<file path="src/rtl/simon_pkg.sv">
// Shared definitions for the Simon game blocks: colour codes, player
// state encoding, sizing constants and the colour-to-LED decode.
package simon_pkg;

   localparam int SEQ_MAX_LEN = 32;
   localparam int DELAY_IDX_W = 5;

   localparam logic [1:0] COL_RED    = 2'd0;
   localparam logic [1:0] COL_GREEN  = 2'd1;
   localparam logic [1:0] COL_BLUE   = 2'd2;
   localparam logic [1:0] COL_YELLOW = 2'd3;

   typedef logic [2:0] state_t;

   localparam state_t ST_IDLE      = 3'd0;
   localparam state_t ST_FETCH     = 3'd1;
   localparam state_t ST_WAIT_DATA = 3'd2;
   localparam state_t ST_ON        = 3'd3;
   localparam state_t ST_GAP       = 3'd4;
   localparam state_t ST_DONE      = 3'd5;

   function automatic logic [3:0] onehot4(input logic [1:0] color);
      return 4'b0001 << color;
   endfunction

endpackage

</file>
<file path="src/rtl/simon_sequence_player.sv">
// Plays the stored colour sequence on the LEDs. Each step lights one LED
// for one timer period, then darkens it for one timer period. The timer
// is restarted on entry to every ON and GAP phase, and its expiry pulse
// is honoured only once the restart cycle has passed.
module simon_sequence_player
   import simon_pkg::*;
#(
   parameter int MAX_LEN = SEQ_MAX_LEN,
   parameter int ADDR_W  = 5,
   parameter int COLOR_W = 2
) (
   input  logic                   clk,
   input  logic                   reset,
   input  logic                   start,
   input  logic                   abort,
   input  logic [5:0]             seq_len,
   output logic [ADDR_W-1:0]      seq_rd_addr,
   input  logic [COLOR_W-1:0]     seq_rd_data,
   output logic [3:0]             led,
   output logic                   delay_restart,
   output logic [DELAY_IDX_W-1:0] delay_index,
   input  logic                   delay_pulse,
   output logic                   busy,
   output logic                   done
);

   state_t                 state_q, state_d;
   logic [5:0]             step_q, step_d;
   logic [5:0]             len_q, len_d;
   logic [DELAY_IDX_W-1:0] idx_q, idx_d;
   logic                   first_q, first_d;
   logic [COLOR_W-1:0]     colour_q, colour_d;

   logic [5:0] len_clip;
   logic [5:0] len_m1;
   logic [5:0] step_inc;

   // Clamp the requested length to the RAM depth; speed index follows it.
   always_comb begin
      len_clip = (seq_len > 6'(MAX_LEN)) ? 6'(MAX_LEN) : seq_len;
      len_m1   = len_clip - 6'd1;
      step_inc = step_q + 6'd1;
   end

   // Next-state logic; first_d marks the timer-restart cycle of ON/GAP.
   always_comb begin
      state_d  = state_q;
      step_d   = step_q;
      len_d    = len_q;
      idx_d    = idx_q;
      first_d  = 1'b0;
      colour_d = colour_q;
      case (state_q)
         ST_IDLE: begin
            if (start) begin
               if (seq_len == 6'd0) begin
                  state_d = ST_DONE;
               end else begin
                  state_d = ST_FETCH;
                  len_d   = len_clip;
                  step_d  = 6'd0;
                  idx_d   = (len_m1 > 6'd31) ? 5'd31 : len_m1[DELAY_IDX_W-1:0];
               end
            end
         end
         ST_FETCH: state_d = ST_WAIT_DATA;
         ST_WAIT_DATA: begin
            colour_d = seq_rd_data;
            state_d  = ST_ON;
            first_d  = 1'b1;
         end
         ST_ON: begin
            if (!first_q && delay_pulse) begin
               state_d = ST_GAP;
               first_d = 1'b1;
            end
         end
         ST_GAP: begin
            if (!first_q && delay_pulse) begin
               step_d  = step_inc;
               state_d = (step_inc == len_q) ? ST_DONE : ST_FETCH;
            end
         end
         ST_DONE: state_d = ST_IDLE;
         default: state_d = ST_IDLE;
      endcase
      // Abort overrides any pulse or start seen in the same cycle.
      if (abort && (state_q != ST_IDLE)) begin
         state_d = ST_IDLE;
         step_d  = 6'd0;
         first_d = 1'b0;
      end
   end

   // Control registers, cleared by the synchronous reset.
   always_ff @(posedge clk) begin
      if (reset) begin
         state_q <= ST_IDLE;
         step_q  <= 6'd0;
         len_q   <= 6'd0;
         idx_q   <= '0;
         first_q <= 1'b0;
      end else begin
         state_q <= state_d;
         step_q  <= step_d;
         len_q   <= len_d;
         idx_q   <= idx_d;
         first_q <= first_d;
      end
   end

   // Colour holding register; only observed while in ON, so never reset.
   always_ff @(posedge clk) begin
      colour_q <= colour_d;
   end

   // Outputs decoded from registered state only.
   always_comb begin
      busy          = (state_q != ST_IDLE);
      done          = (state_q == ST_DONE);
      led           = (state_q == ST_ON) ? onehot4(colour_q) : 4'b0000;
      delay_restart = !(((state_q == ST_ON) || (state_q == ST_GAP)) && !first_q);
      seq_rd_addr   = step_q[ADDR_W-1:0];
      delay_index   = idx_q;
   end

endmodule

</file>
<file path="config.mk">
export PLATFORM = sky130hd
export DESIGN_NAME = simon_sequence_player
export DESIGN_NICKNAME = d
export VERILOG_FILES = /design/src/rtl/simon_pkg.sv /design/src/rtl/simon_sequence_player.sv
export SDC_FILE = /design/constraint.sdc
export NUM_CORES = 1
export LEC_CHECK = 0
export BUFFER_PORTS_ARGS = -buffer_cell sky130_fd_sc_hd__buf_2
export CAP_MARGIN = 20
export CORE_MARGIN = 5
export CORE_UTILIZATION = 40
export DETAILED_ROUTE_END_ITERATION = 16
export PLACE_DENSITY = 0.64
export SYNTH_ARGS = -nofsm -noshare
export SYNTH_HDL_FRONTEND = slang
export SYNTH_SLANG_ARGS = --single-unit
</file>
<file path="constraint.sdc">
create_clock -name clk -period 1.8 [get_ports clk]
set_input_delay 0.18 -clock clk [delete_from_list [all_inputs] [get_ports clk]]
set_output_delay 0.18 -clock clk [all_outputs]
set_load 0.01 [all_outputs]
</file>
==> results of run 1 <==
repair_timing:
| item | CTS | global route |
|---|---|---|
| pin swaps | 0 | 1 |
| hold endpoints to repair | 0 | 0 |
| gates cloned | 0 | 0 |
| hold buffers | 0 | 0 |
| endpoints found under the setup margin | 3 | 6 |
| gates resized for setup | 2 | 6 |
metal layers:
layer  global-route usage  routed length (um)  vias up
li1                     -                   -      606
met2               0.2376                1373       50
met3              0.03035                 209        6
met1               0.1701                1336      556
met4              0.07089                  40        0
met5                    0                   0        -
cell families after synthesis:
logic type               after synthesis  synth area share
flip-flops                            23            0.3707
AND/OR/NAND/NOR                       72            0.3070
XOR/XNOR                              11           0.07433
buffers and inverters                 16           0.06466
AO/OA/AOI/OAI                         35            0.1641
adder cells (fa/ha/maj)                2           0.01930
area by class of cell:
class / instances / area share
multi-input combinational: 120 / 0.4852
sequential: 23 / 0.3197
timing repair buffer: 36 / 0.1295
tap: 44 / 0.03607
clock buffer: 4 / 0.01721
inverter: 5 / 0.01230
state kept, by name, summed over array words and instances (netlist names):
| name | count |
|---|---|
| state_q | 3 |
| first_q | 1 |
| len_q | 6 |
| step_q | 6 |
| colour_q | 2 |
| delay_index | 5 |
report_power, final:
group          internal [mW]  switching, mW  total, mW
sequential             0.548         0.0283      0.576
clock                 0.0865          0.159      0.245
combinational         0.0940          0.134      0.228
total                  0.729          0.321       1.05
Yosys cell counts, drive strengths merged (2+ instances only):
cell type / number
nand2b: 4
edfxtp: 2
clkbuf: 4
nand3: 5
xor2: 2
a31oi: 2
xnor2: 9
a211oi: 3
dfxtp: 21
or3: 5
nand2: 14
a21oi: 16
nor3: 5
or4: 3
nor4: 2
ha: 2
inv: 5
a21o: 2
nor2: 21
o21ai: 5
buf: 7
and3: 3
or2: 2
nor2b: 5
how the worst min path moves through the flow:
stage                        start                           to  slack [ns]
floorplan                    reset  delay_index[0]$_SDFFE_PP0P_        0.26
global placement    seq_rd_data[0]        colour_q[0]$_DFFE_PP_        0.36
detailed placement  seq_rd_data[0]        colour_q[0]$_DFFE_PP_        0.36
CTS                 seq_rd_data[0]        colour_q[0]$_DFFE_PP_        0.03
global route        seq_rd_data[0]        colour_q[0]$_DFFE_PP_        0.02
finish              seq_rd_data[0]        colour_q[0]$_DFFE_PP_        0.04
cell usage in the layout, fill, tap and decap left out, drive strengths merged:
cell,instances
nor2b,5
nand3,5
a22o,1
inv,5
or4,3
a21boi,1
and3,3
dfxtp,21
nor3b,1
a21o,2
clkbuf,4
or3,5
o21ai,5
nor4,2
nor3,5
a21oi,16
a31oi,2
nor2,21
o21bai,1
o221ai,1
a211oi,3
nand4,1
o22a,1
xnor2,9
nand2b,4
or2,2
o21a,1
buf,36
a32oi,1
nand2,14
xor2,2
ha,2
nand3b,1
edfxtp,2
stage by stage:
stage	cells	setup TNS (ns)	hold slack (ns)	area, um2	power, mW
3_3_place_gp	228	0	0.3567	1484	0.8065
5_1_grt	232	-0.06398	0.02163	1526	1.107
2_1_floorplan	159	0	0.2593	1296	0.7385
6_report	232	0	0.04080	1526	1.049
4_1_cts	232	0	0.02805	1514	1.054
3_5_place_dp	228	0	0.3584	1484	0.8142
==> impl_metrics.prom, run 1 <==
# TYPE chip_impl_metric gauge
chip_impl_metric{name="h-tree-depth",unit=""} 1
chip_impl_metric{name="rr_worst_depth",unit=""} 6
chip_impl_metric{name="register_area_share_after_synthesis",unit=""} 0.3707
chip_impl_metric{name="critical_path_buf_inv_count",unit=""} 0
chip_impl_metric{name="avgViaCountPerCell",unit=""} 5.250
chip_impl_metric{name="multi_input_comb_area",unit="um2"} 740.7
chip_impl_metric{name="drv_cap",unit=""} 0
chip_impl_info{name="cts-root-buf",value="sky130_fd_sc_hd__clkbuf_4"} 1
chip_impl_metric{name="num_rows",unit=""} 20
chip_impl_metric{name="flow.area_growth_from_synthesis",unit="%"} 17.76
chip_impl_info{name="synth_area_leader_cell",value="sky130_fd_sc_hd__dfxtp_1"} 1
chip_impl_metric{name="max_slew.worst_pin.slew",unit="ns"} 0.5477
chip_impl_metric{name="finalHoldViolCount",unit=""} 0
chip_impl_info{name="critical_path_class",value="reg -> reg"} 1
chip_impl_metric{name="maxSlewViolCount",unit=""} 0
chip_impl_info{name="tritoncts",value="yes"} 1
chip_impl_info{name="timing.hold.worst.class",value="in -> reg"} 1
chip_impl_info{name="critPathCaptureType",value="register"} 1
chip_impl_metric{name="finalNetCount",unit=""} 204
chip_impl_metric{name="fp.dieArea",unit="um2"} 4479
chip_impl_metric{name="grt_pass1_vias",unit=""} 1213
chip_impl_metric{name="core-area",unit="um2"} 3078
chip_impl_metric{name="crit_fanout",unit=""} 5
chip_impl_info{name="timing.critical_path.max_delay_family",value="simple AND/OR/NAND/NOR gates"} 1
chip_impl_metric{name="grt.overflow.total",unit=""} 0
chip_impl_metric{name="post_cts_buffers",unit=""} 0
chip_impl_metric{name="portBuffers",unit=""} 29
chip_impl_metric{name="ys_seq_elements",unit=""} 23
chip_impl_metric{name="vdd_drop_max",unit="uV"} 385.7
chip_impl_metric{name="power_leakage",unit="nW"} 0.6210
chip_impl_info{name="worst_path_cell_trace",value="ha_2, nand3_1, xnor2_1, o21ai_0, or4_1, a21oi_2"} 1
chip_impl_metric{name="cts_buffers",unit=""} 3
chip_impl_metric{name="detailed_place_hpwl",unit="um"} 2297
chip_impl_metric{name="antennaDiodeCount",unit=""} 0
chip_impl_metric{name="filler_cell_count",unit=""} 305
chip_impl_metric{name="r2r_slack",unit="ns"} 0.06
chip_impl_metric{name="setup_viol_count_final",unit=""} 0
chip_impl_info{name="critical_path.startpoint_type",value="register"} 1
chip_impl_metric{name="yosys_warnings",unit=""} 0
chip_impl_metric{name="drt_iter0_drc",unit=""} 62
chip_impl_metric{name="total_wirelength",unit="um"} 2959
chip_impl_metric{name="final_critical_path_setup_slack",unit="ns"} 0.06328
chip_impl_metric{name="maximum_number_of_pins_on_one_net_before_global_route_repair",unit=""} 13
chip_impl_metric{name="max_freq",unit="MHz"} 575.8
chip_impl_metric{name="yosys.cell_types.count",unit=""} 40
chip_impl_metric{name="crit_cells",unit=""} 6
chip_impl_metric{name="min_period",unit="ns"} 1.737
chip_impl_metric{name="sequential_cell_area",unit="um2"} 488.0
chip_impl_metric{name="clkLatencyLatePin",unit="ns"} 0.31
chip_impl_metric{name="max_stage_delay",unit="ns"} 0.52
chip_impl_metric{name="drt_pass1_iterations",unit=""} 4
chip_impl_metric{name="clk_transition_reported_paths",unit="ns"} 0.14
chip_impl_metric{name="synth_top_cell_area_share",unit=""} 0.3243
chip_impl_metric{name="cp.arrival",unit="ns"} 1.99
chip_impl_metric{name="netlist_instances",unit=""} 159
chip_impl_metric{name="post_route_cells_drive_above_1_share",unit=""} 0.2819
chip_impl_metric{name="clock-skew-final",unit="ns"} 0.01168
chip_impl_metric{name="initial_core_util",unit=""} 0.4211
chip_impl_metric{name="synth_area_per_cell",unit="um2"} 8.152
chip_impl_metric{name="routabilityCongestion",unit=""} 0.8227
chip_impl_metric{name="power.density",unit="nW/um2"} 687.5
chip_impl_metric{name="postSynth.asyncResetShare",unit=""} 0
chip_impl_metric{name="cp_data_required_time",unit="ns"} 2.05
chip_impl_info{name="synth_area_leaders",value="sky130_fd_sc_hd__dfxtp_1 32%, sky130_fd_sc_hd__a21oi_1 6.2%, sky130_fd_sc_hd__xnor2_1 6.1%"} 1
chip_impl_metric{name="detail_route.drc_violations",unit=""} 0
chip_impl_metric{name="die_width",unit="um"} 66.93
chip_impl_metric{name="overall_routing_resource_usage",unit=""} 0.1421
chip_impl_metric{name="synth-edff-count",unit=""} 2
chip_impl_metric{name="clock_tree.buffer_depth",unit=""} 2
chip_impl_metric{name="ant_nets",unit=""} 0
chip_impl_info{name="crit_path_top_delay_cell",value="sky130_fd_sc_hd__or4_1"} 1
chip_impl_metric{name="grt_antenna_before_repair",unit=""} 0
chip_impl_metric{name="grt_first_pass_wirelength",unit="um"} 4968
chip_impl_metric{name="maxSlewHeadroom",unit=""} 0.6335
chip_impl_metric{name="drt-wirelength-per-cell",unit="um"} 12.75
chip_impl_metric{name="vias",unit=""} 1218
chip_impl_info{name="crit_path_start",value="step_q[1]$_SDFFE_PP0P_"} 1
chip_impl_metric{name="hold_depth",unit=""} 1
chip_impl_metric{name="postSynthNetCount",unit=""} 174
chip_impl_metric{name="die_height",unit="um"} 66.93
chip_impl_info{name="outcome",value="finished clean"} 1
chip_impl_metric{name="numClockSinks",unit=""} 23
chip_impl_metric{name="utilization",unit=""} 0.4959
chip_impl_info{name="regToRegStartpoint",value="step_q[1]$_SDFFE_PP0P_"} 1
chip_impl_metric{name="i_o_pin_count",unit=""} 30
chip_impl_info{name="critical_path.reg2reg.endpoint",value="state_q[2]$_SDFFE_PP0P_"} 1
chip_impl_metric{name="final.period_utilization",unit=""} 0.9648
chip_impl_info{name="rsz0062_at_grt",value="true"} 1
chip_impl_metric{name="place_worst_setup_slack",unit="ns"} 0.03874
chip_impl_info{name="critical_path.endpoint",value="state_q[2]$_SDFFE_PP0P_"} 1
chip_impl_info{name="ys.flop_type",value="sky130_fd_sc_hd__dfxtp_1"} 1
chip_impl_metric{name="synth.cell_area",unit="um2"} 1296
Note: power is estimated with default switching activity, not from simulation.
==> run 2, diff against run 1 <==
--- a/config.mk
+++ b/config.mk
@@ -5,12 +5,13 @@
 export SDC_FILE = /design/constraint.sdc
 export NUM_CORES = 1
 export LEC_CHECK = 0
+export ABC_AREA = 1
 export BUFFER_PORTS_ARGS = -buffer_cell sky130_fd_sc_hd__buf_2
 export CAP_MARGIN = 20
 export CORE_MARGIN = 5
 export CORE_UTILIZATION = 40
 export DETAILED_ROUTE_END_ITERATION = 16
-export PLACE_DENSITY = 0.64
+export PLACE_DENSITY = 0.63
 export SYNTH_ARGS = -nofsm -noshare
 export SYNTH_HDL_FRONTEND = slang
 export SYNTH_SLANG_ARGS = --single-unit
==> run 2 against run 1 <==
Count of clock-buffer cells in the layout unchanged. Sequential cell count did not move. Setup slack improved by 0.20 ns. First-iteration DRC count grew 37%. Via count grew 2.1%. Sequential share of layout area fell by 0.41 points. Critical path type is now reg -> out. Cell area decreased by 0.25%.
==> impl_metrics.prom, run 2 <==
# TYPE chip_impl_metric gauge
chip_impl_info{name="critical_path.startpoint_type",value="register"} 1
chip_impl_metric{name="postSynth.asyncResetShare",unit=""} 0
chip_impl_metric{name="grt_first_pass_wirelength",unit="um"} 4574
chip_impl_metric{name="post_route_cells_drive_above_1_share",unit=""} 0.2372
chip_impl_info{name="synth_area_leaders",value="sky130_fd_sc_hd__dfxtp_1 31%, sky130_fd_sc_hd__nand2_1 12%, sky130_fd_sc_hd__a21oi_1 6.7%"} 1
chip_impl_metric{name="clk_transition_reported_paths",unit="ns"} 0.13
chip_impl_info{name="outcome",value="finished clean"} 1
chip_impl_metric{name="cts_repair_resized_insts",unit=""} 0
chip_impl_metric{name="final_tns_setup",unit="ns"} 0
chip_impl_metric{name="min_period",unit="ns"} 1.538
chip_impl_metric{name="detailed_place_hpwl",unit="um"} 2157
chip_impl_info{name="ys.flop_type",value="sky130_fd_sc_hd__dfxtp_1"} 1
chip_impl_metric{name="final.period_utilization",unit=""} 0.8543
chip_impl_metric{name="filler_cell_count",unit=""} 349
chip_impl_info{name="tritoncts",value="yes"} 1
chip_impl_metric{name="routabilityCongestion",unit=""} 0.8654
chip_impl_metric{name="cts-hold-fix-buffers",unit=""} 0
chip_impl_metric{name="finalHoldViolCount",unit=""} 0
chip_impl_metric{name="num_rows",unit=""} 21
chip_impl_info{name="most-common-layout-cells",value="42 x sky130_fd_sc_hd__nand2_1, 29 x sky130_fd_sc_hd__buf_2, 21 x sky130_fd_sc_hd__inv_1, 21 x sky130_fd_sc_hd__dfxtp_1, 18 x sky130_fd_sc_hd__a21oi_1"} 1
chip_impl_metric{name="netlist_instances",unit=""} 188
chip_impl_metric{name="clock-skew-final",unit="ns"} 0.009106
chip_impl_metric{name="synth_top_cell_area_share",unit=""} 0.3137
chip_impl_metric{name="max_slew.worst_pin.slew",unit="ns"} 0.3596
chip_impl_metric{name="synth.cell_area",unit="um2"} 1340
chip_impl_metric{name="grt_pass1_vias",unit=""} 1092
chip_impl_metric{name="synth-edff-count",unit=""} 2
chip_impl_metric{name="grt_antenna_before_repair",unit=""} 0
chip_impl_metric{name="clock_tree.buffer_depth",unit=""} 2
chip_impl_metric{name="final_critical_path_setup_slack",unit="ns"} 0.2623
chip_impl_metric{name="grt.overflow.total",unit=""} 0
chip_impl_info{name="cts-root-buf",value="sky130_fd_sc_hd__clkbuf_4"} 1
chip_impl_metric{name="detail_route.drc_violations",unit=""} 0
chip_impl_metric{name="cp.arrival",unit="ns"} 1.36
chip_impl_metric{name="drt-wirelength-per-cell",unit="um"} 10.63
chip_impl_metric{name="ant_nets",unit=""} 0
chip_impl_metric{name="portBuffers",unit=""} 29
chip_impl_metric{name="die_height",unit="um"} 67.88
chip_impl_metric{name="initial_core_util",unit=""} 0.4080
chip_impl_info{name="timing.hold.worst.class",value="in -> reg"} 1
chip_impl_metric{name="maxSlewViolCount",unit=""} 0
chip_impl_metric{name="vias",unit=""} 1243
chip_impl_metric{name="clkLatencyLatePin",unit="ns"} 0.31
chip_impl_metric{name="drt_pass1_iterations",unit=""} 4
chip_impl_metric{name="finalNetCount",unit=""} 231
chip_impl_metric{name="place_worst_setup_slack",unit="ns"} 0.3349
chip_impl_metric{name="synth_area_per_cell",unit="um2"} 7.128
chip_impl_metric{name="post_cts_buffers",unit=""} 0
chip_impl_info{name="rsz0062_at_grt",value="false"} 1
chip_impl_metric{name="postSynthNetCount",unit=""} 203
chip_impl_metric{name="avgViaCountPerCell",unit=""} 4.762
chip_impl_metric{name="cp_data_required_time",unit="ns"} 1.62
chip_impl_info{name="most_common_library_cell_in_the_layout_ignoring_fill_and_taps",value="sky130_fd_sc_hd__nand2_1"} 1
chip_impl_metric{name="setup_viol_count_final",unit=""} 0
chip_impl_info{name="yosys.cell_count.top_type",value="sky130_fd_sc_hd__nand2_1"} 1
chip_impl_metric{name="yosys.cell_types.count",unit=""} 32
chip_impl_metric{name="core-area",unit="um2"} 3284
chip_impl_metric{name="drt_iter0_drc",unit=""} 85
chip_impl_metric{name="drv_cap",unit=""} 0
chip_impl_metric{name="numClockSinks",unit=""} 23
chip_impl_metric{name="total_power",unit="mW"} 1.308
chip_impl_metric{name="crit_fanout",unit=""} 5
chip_impl_info{name="critical_path_class",value="reg -> out"} 1
chip_impl_metric{name="fp.dieArea",unit="um2"} 4608
chip_impl_metric{name="antennaDiodeCount",unit=""} 0
chip_impl_info{name="critPathCaptureType",value="output pin"} 1
chip_impl_metric{name="power_leakage",unit="nW"} 0.6939
chip_impl_metric{name="register_area_share_after_synthesis",unit=""} 0.3585
chip_impl_metric{name="flow.area_growth_from_synthesis",unit="%"} 13.63
chip_impl_metric{name="vdd_drop_max",unit="uV"} 351.9
chip_impl_metric{name="yosys_warnings",unit=""} 0
chip_impl_metric{name="die_width",unit="um"} 67.88
chip_impl_metric{name="i_o_pin_count",unit=""} 30
chip_impl_metric{name="cts_buffers",unit=""} 3
chip_impl_metric{name="power.density",unit="nW/um2"} 858.9
chip_impl_info{name="synth_area_leader_cell",value="sky130_fd_sc_hd__dfxtp_1"} 1
chip_impl_metric{name="h-tree-depth",unit=""} 1
chip_impl_metric{name="maxSlewHeadroom",unit=""} 0.7599
chip_impl_metric{name="maximum_number_of_pins_on_one_net_before_global_route_repair",unit=""} 14
chip_impl_info{name="synth_top_cells_by_count",value="42 x sky130_fd_sc_hd__nand2_1, 21 x sky130_fd_sc_hd__dfxtp_1, 21 x sky130_fd_sc_hd__inv_1"} 1
chip_impl_metric{name="total_wirelength",unit="um"} 2774
chip_impl_metric{name="overall_routing_resource_usage",unit=""} 0.1256
chip_impl_metric{name="ys_seq_elements",unit=""} 23
chip_impl_metric{name="max_freq",unit="MHz"} 650.3
==> run 2: changes by cell type in the layout (fill, tap and decap cells not counted), moves of 5 or more <==
cell / previous run / this run
sky130_fd_sc_hd__xnor2_1: 9 / 1
sky130_fd_sc_hd__buf_4: 7 / 1
sky130_fd_sc_hd__nand2_1: 13 / 42
sky130_fd_sc_hd__or3_1: 5 / 0
sky130_fd_sc_hd__inv_1: 5 / 21
sky130_fd_sc_hd__nor2b_1: 5 / 0
sky130_fd_sc_hd__nand4_1: 1 / 7
sky130_fd_sc_hd__nand3_1: 4 / 10
==> run 2: worst paths after layout <==
path | from | to | slack (ns) | cells past startpoint
max reg2reg | step_q[0]$_SDFFE_PP0P_ | state_q[2]$_SDFFE_PP0P_ | 0.32 | 11
min | seq_rd_data[0] | colour_q[0]$_DFFE_PP_ | 0.03 | 1
min reg2reg | step_q[5]$_SDFFE_PP0P_ | step_q[5]$_SDFFE_PP0P_ | 0.49 | 2
max | state_q[0]$_SDFFE_PP0P_ | led[1] | 0.26 | 5
==> run 2: routing by layer <==
layer / wire (um) / vias to the layer above / GRT usage / part of all wire
met4: 18 / 0 / 0.03970 / 0.0065
met5: 0 / - / 0 / 0
met1: 1357 / 530 / 0.1682 / 0.49
met3: 196 / 2 / 0.01970 / 0.071
met2: 1201 / 37 / 0.2066 / 0.43
li1: - / 674 / - / -
==> run 2: worst max-delay path, stage by stage (launching register included) <==
cell and delay, ns:
sky130_fd_sc_hd__dfxtp_1 0.42, sky130_fd_sc_hd__nand2_1 0.11, sky130_fd_sc_hd__nor2_2 0.16, sky130_fd_sc_hd__inv_2 0.08, sky130_fd_sc_hd__nor3_1 0.13, sky130_fd_sc_hd__buf_2 0.16
==> run 2: report_power, final <==
part	internal, mW	switching (mW)
clock network	0.0864	0.157
registers	0.587	0.0502
logic	0.147	0.281
==> run 2: logic make-up after synthesis <==
group | Yosys count | share of synthesized area
simple gates | 89 | 0.3137
compound gates | 36 | 0.1671
flops | 23 | 0.3585
xor+xnor | 3 | 0.01961
buf+inv | 35 | 0.1223
fa+ha+maj | 2 | 0.01867
==> run 2: layout make-up <==
class	count	area, um2	area share
Sequential cell	23	480.5	0.3155
Tap cell	46	57.56	0.03780
Inverter	28	110.1	0.07231
Clock buffer	4	26.28	0.01726
Multi-Input combinational cell	130	695.7	0.4569
Timing Repair Buffer	30	152.6	0.1002
==> run 2: stage by stage <==
step / util / hold slack [ns] / cells / cell area [um2]
2_1_floorplan: - / 0.2491 / 188 / 1340
3_3_place_gp: 0.4556 / 0.3591 / 257 / 1496
3_5_place_dp: 0.4556 / 0.3588 / 257 / 1496
4_1_cts: 0.4636 / 0.02424 / 261 / 1523
5_1_grt: 0.4636 / 0.02467 / 261 / 1523
6_report: 0.4636 / 0.03164 / 261 / 1523
==> run 3, diff against run 2 <==
--- a/config.mk
+++ b/config.mk
@@ -8,10 +8,11 @@
 export ABC_AREA = 1
 export BUFFER_PORTS_ARGS = -buffer_cell sky130_fd_sc_hd__buf_2
 export CAP_MARGIN = 20
-export CORE_MARGIN = 5
-export CORE_UTILIZATION = 40
+export CORE_MARGIN = 1.5
+export CORE_UTILIZATION = 48
 export DETAILED_ROUTE_END_ITERATION = 16
-export PLACE_DENSITY = 0.63
+export PLACE_DENSITY = 0.74
+export SKIP_CTS_REPAIR_TIMING = 1
 export SYNTH_ARGS = -nofsm -noshare
 export SYNTH_HDL_FRONTEND = slang
 export SYNTH_SLANG_ARGS = --single-unit
==> run 3 against run 2 <==
Clock skew is 0.0078 ns lower. Largest cell class unchanged. Non-clock buffer count shrank 1. Via count is 2.7% higher. Highest routed layer unchanged. Utilization increased by 12 points. Cell area fell by 1.6%. Combinational power hardly changed. Worst hold slack worse by 0.0041 ns.
==> impl_metrics.prom, run 3 (synthesis gave the netlist of run 2 again) <==
# TYPE chip_impl_metric gauge
chip_impl_info{name="critPathCaptureType",value="register"} 1
chip_impl_metric{name="layout.cells.non_filler",unit=""} 244
chip_impl_metric{name="grt_antenna_before_repair",unit=""} 0
chip_impl_metric{name="cp_data_required_time",unit="ns"} 2.06
chip_impl_metric{name="hold_depth",unit=""} 1
chip_impl_metric{name="antennaDiodeCount",unit=""} 0
chip_impl_metric{name="num_rows",unit=""} 18
chip_impl_metric{name="final.period_utilization",unit=""} 0.8950
chip_impl_info{name="critical_path_class",value="reg -> reg"} 1
chip_impl_metric{name="placed_cells_incl_taps",unit=""} 240
chip_impl_info{name="most-common-layout-cells",value="42 x sky130_fd_sc_hd__nand2_1, 29 x sky130_fd_sc_hd__buf_2, 21 x sky130_fd_sc_hd__inv_1, 20 x sky130_fd_sc_hd__dfxtp_1, 18 x sky130_fd_sc_hd__a21oi_1"} 1
chip_impl_metric{name="max_slew.worst_pin.slew",unit="ns"} 0.3543
chip_impl_metric{name="flow.area_growth_from_synthesis",unit="%"} 11.76
chip_impl_metric{name="clock_tree.buffer_depth",unit=""} 2
chip_impl_metric{name="avgViaCountPerCell",unit=""} 5.230
chip_impl_metric{name="detailed_place_hpwl",unit="um"} 2195
chip_impl_info{name="critical_path.startpoint_type",value="register"} 1
chip_impl_metric{name="max_freq",unit="MHz"} 620.8
chip_impl_metric{name="h-tree-depth",unit=""} 1
chip_impl_metric{name="rr_worst_depth",unit=""} 11
chip_impl_info{name="outcome",value="finished clean"} 1
chip_impl_metric{name="setup_viol_count_final",unit=""} 0
chip_impl_metric{name="place_worst_setup_slack",unit="ns"} 0.1917
chip_impl_metric{name="die_height",unit="um"} 55.84
chip_impl_metric{name="maxSlewHeadroom",unit=""} 0.7635
chip_impl_info{name="rsz0062_at_grt",value="false"} 1
chip_impl_metric{name="drv_cap",unit=""} 0
chip_impl_metric{name="maximum_number_of_pins_on_one_net_before_global_route_repair",unit=""} 14
chip_impl_metric{name="finalHoldViolCount",unit=""} 0
chip_impl_metric{name="vias",unit=""} 1276
chip_impl_metric{name="power.density",unit="nW/um2"} 877.9
chip_impl_metric{name="portBuffers",unit=""} 29
chip_impl_metric{name="crit_fanout",unit=""} 6
chip_impl_metric{name="finalHoldWorstSlack",unit="ns"} 0.02752
chip_impl_metric{name="core-area",unit="um2"} 2567
chip_impl_metric{name="die_width",unit="um"} 55.84
chip_impl_metric{name="total_wirelength",unit="um"} 2834
chip_impl_info{name="top_usage_layer",value="met2"} 1
chip_impl_metric{name="finalNetCount",unit=""} 230
chip_impl_metric{name="met1_usage",unit=""} 0.2227
chip_impl_metric{name="cp.arrival",unit="ns"} 1.87
chip_impl_metric{name="cts_buffers",unit=""} 3
chip_impl_metric{name="maxSlewViolCount",unit=""} 0
chip_impl_metric{name="routabilityCongestion",unit=""} 0.8012
chip_impl_metric{name="met2_usage",unit=""} 0.3401
chip_impl_metric{name="clkLatencyLatePin",unit="ns"} 0.32
chip_impl_metric{name="grt_pass1_vias",unit=""} 1165
chip_impl_metric{name="ant_nets",unit=""} 0
chip_impl_info{name="worst_hold_startpoint",value="seq_rd_data[0]"} 1
chip_impl_metric{name="power_leakage",unit="nW"} 0.6917
chip_impl_info{name="most_common_library_cell_in_the_layout_ignoring_fill_and_taps",value="sky130_fd_sc_hd__nand2_1"} 1
chip_impl_metric{name="grt.overflow.total",unit=""} 0
chip_impl_metric{name="clk_transition_reported_paths",unit="ns"} 0.13
chip_impl_metric{name="drt_pass1_iterations",unit=""} 4
chip_impl_metric{name="i_o_pin_count",unit=""} 30
chip_impl_metric{name="overall_routing_resource_usage",unit=""} 0.1875
chip_impl_metric{name="grt_first_pass_wirelength",unit="um"} 4836
chip_impl_metric{name="post_route_cells_drive_above_1_share",unit=""} 0.2430
chip_impl_info{name="tritoncts",value="yes"} 1
chip_impl_info{name="crit_path_start",value="step_q[1]$_SDFFE_PP0P_"} 1
chip_impl_metric{name="drt_iter0_drc",unit=""} 41
chip_impl_metric{name="detail_route.drc_violations",unit=""} 0
chip_impl_metric{name="numClockSinks",unit=""} 23
chip_impl_metric{name="final_tns_setup",unit="ns"} 0
chip_impl_metric{name="clock-skew-final",unit="ns"} 0.001306
chip_impl_metric{name="min_period",unit="ns"} 1.611
chip_impl_info{name="timing.hold.worst.class",value="in -> reg"} 1
chip_impl_metric{name="initial_core_util",unit=""} 0.5219
chip_impl_metric{name="grtUsageMet3",unit=""} 0.04419
chip_impl_info{name="cts-root-buf",value="sky130_fd_sc_hd__clkbuf_4"} 1
chip_impl_metric{name="final_critical_path_setup_slack",unit="ns"} 0.1891
chip_impl_metric{name="fp.dieArea",unit="um2"} 3118
chip_impl_metric{name="vdd_drop_max",unit="uV"} 686.0
chip_impl_info{name="regToRegStartpoint",value="step_q[1]$_SDFFE_PP0P_"} 1
chip_impl_metric{name="drt-wirelength-per-cell",unit="um"} 11.61
run 3: cell count changes in the layout (fill, tap and decap cells not counted), sizes merged:
cell	before	now
buf	30	29
clkbuf	4	3
clkinv	1	2
run 3: power by group:
| group | switching, mW | internal [mW] |
|---|---|---|
| Combinational | 0.281 | 0.147 |
| Sequential | 0.0517 | 0.587 |
| Clock | 0.166 | 0.0832 |
| Total | 0.498 | 0.817 |
run 3: area by class of cell:
type                            instances  area [um2]
Multi-Input combinational cell        130       695.7
Tap cell                               30       37.54
Clock inverter                          1       5.005
Fill cell                             248        1070
Inverter                               28       110.1
Sequential cell                        23       481.7
Clock buffer                            3       22.52
Timing Repair Buffer                   29       145.1
run 3: routing by layer:
layer / vias to the layer above / part of all wire
met5: - / 0
met4: 0 / 0.0039
met3: 2 / 0.044
met2: 38 / 0.48
met1: 568 / 0.47
li1: 668 / -
run 3: worst max-delay path: stages, from the launching register on:
cell                      delay (ns)
sky130_fd_sc_hd__dfxtp_1        0.47
sky130_fd_sc_hd__ha_1           0.26
sky130_fd_sc_hd__inv_1          0.05
sky130_fd_sc_hd__nand2_1        0.10
sky130_fd_sc_hd__nand3_1        0.07
sky130_fd_sc_hd__nand2_1        0.07
sky130_fd_sc_hd__nand3_1        0.06
sky130_fd_sc_hd__nor2_1         0.10
sky130_fd_sc_hd__nand3_1        0.09
sky130_fd_sc_hd__nand2_1        0.07
sky130_fd_sc_hd__nand2_1        0.06
sky130_fd_sc_hd__a21oi_2        0.14
run 3: per-stage QoR:
step	cell area [um2]	utilization	total power, mW
2_1_floorplan	1340	-	0.9713
3_3_place_gp	1469	0.5721	1.065
3_5_place_dp	1469	0.5721	1.076
4_1_cts	1496	0.5828	1.316
5_1_grt	1498	0.5833	1.398
6_report	1498	0.5833	1.315
run 3: final timing paths:
check / slack (ns) / end
setup / recovery: 0.19 / state_q[2]$_SDFFE_PP0P_
hold / removal: 0.03 / colour_q[0]$_DFFE_PP_
setup reg to reg: 0.19 / state_q[2]$_SDFFE_PP0P_
hold reg to reg: 0.49 / len_q[3]$_SDFFE_PP0P_
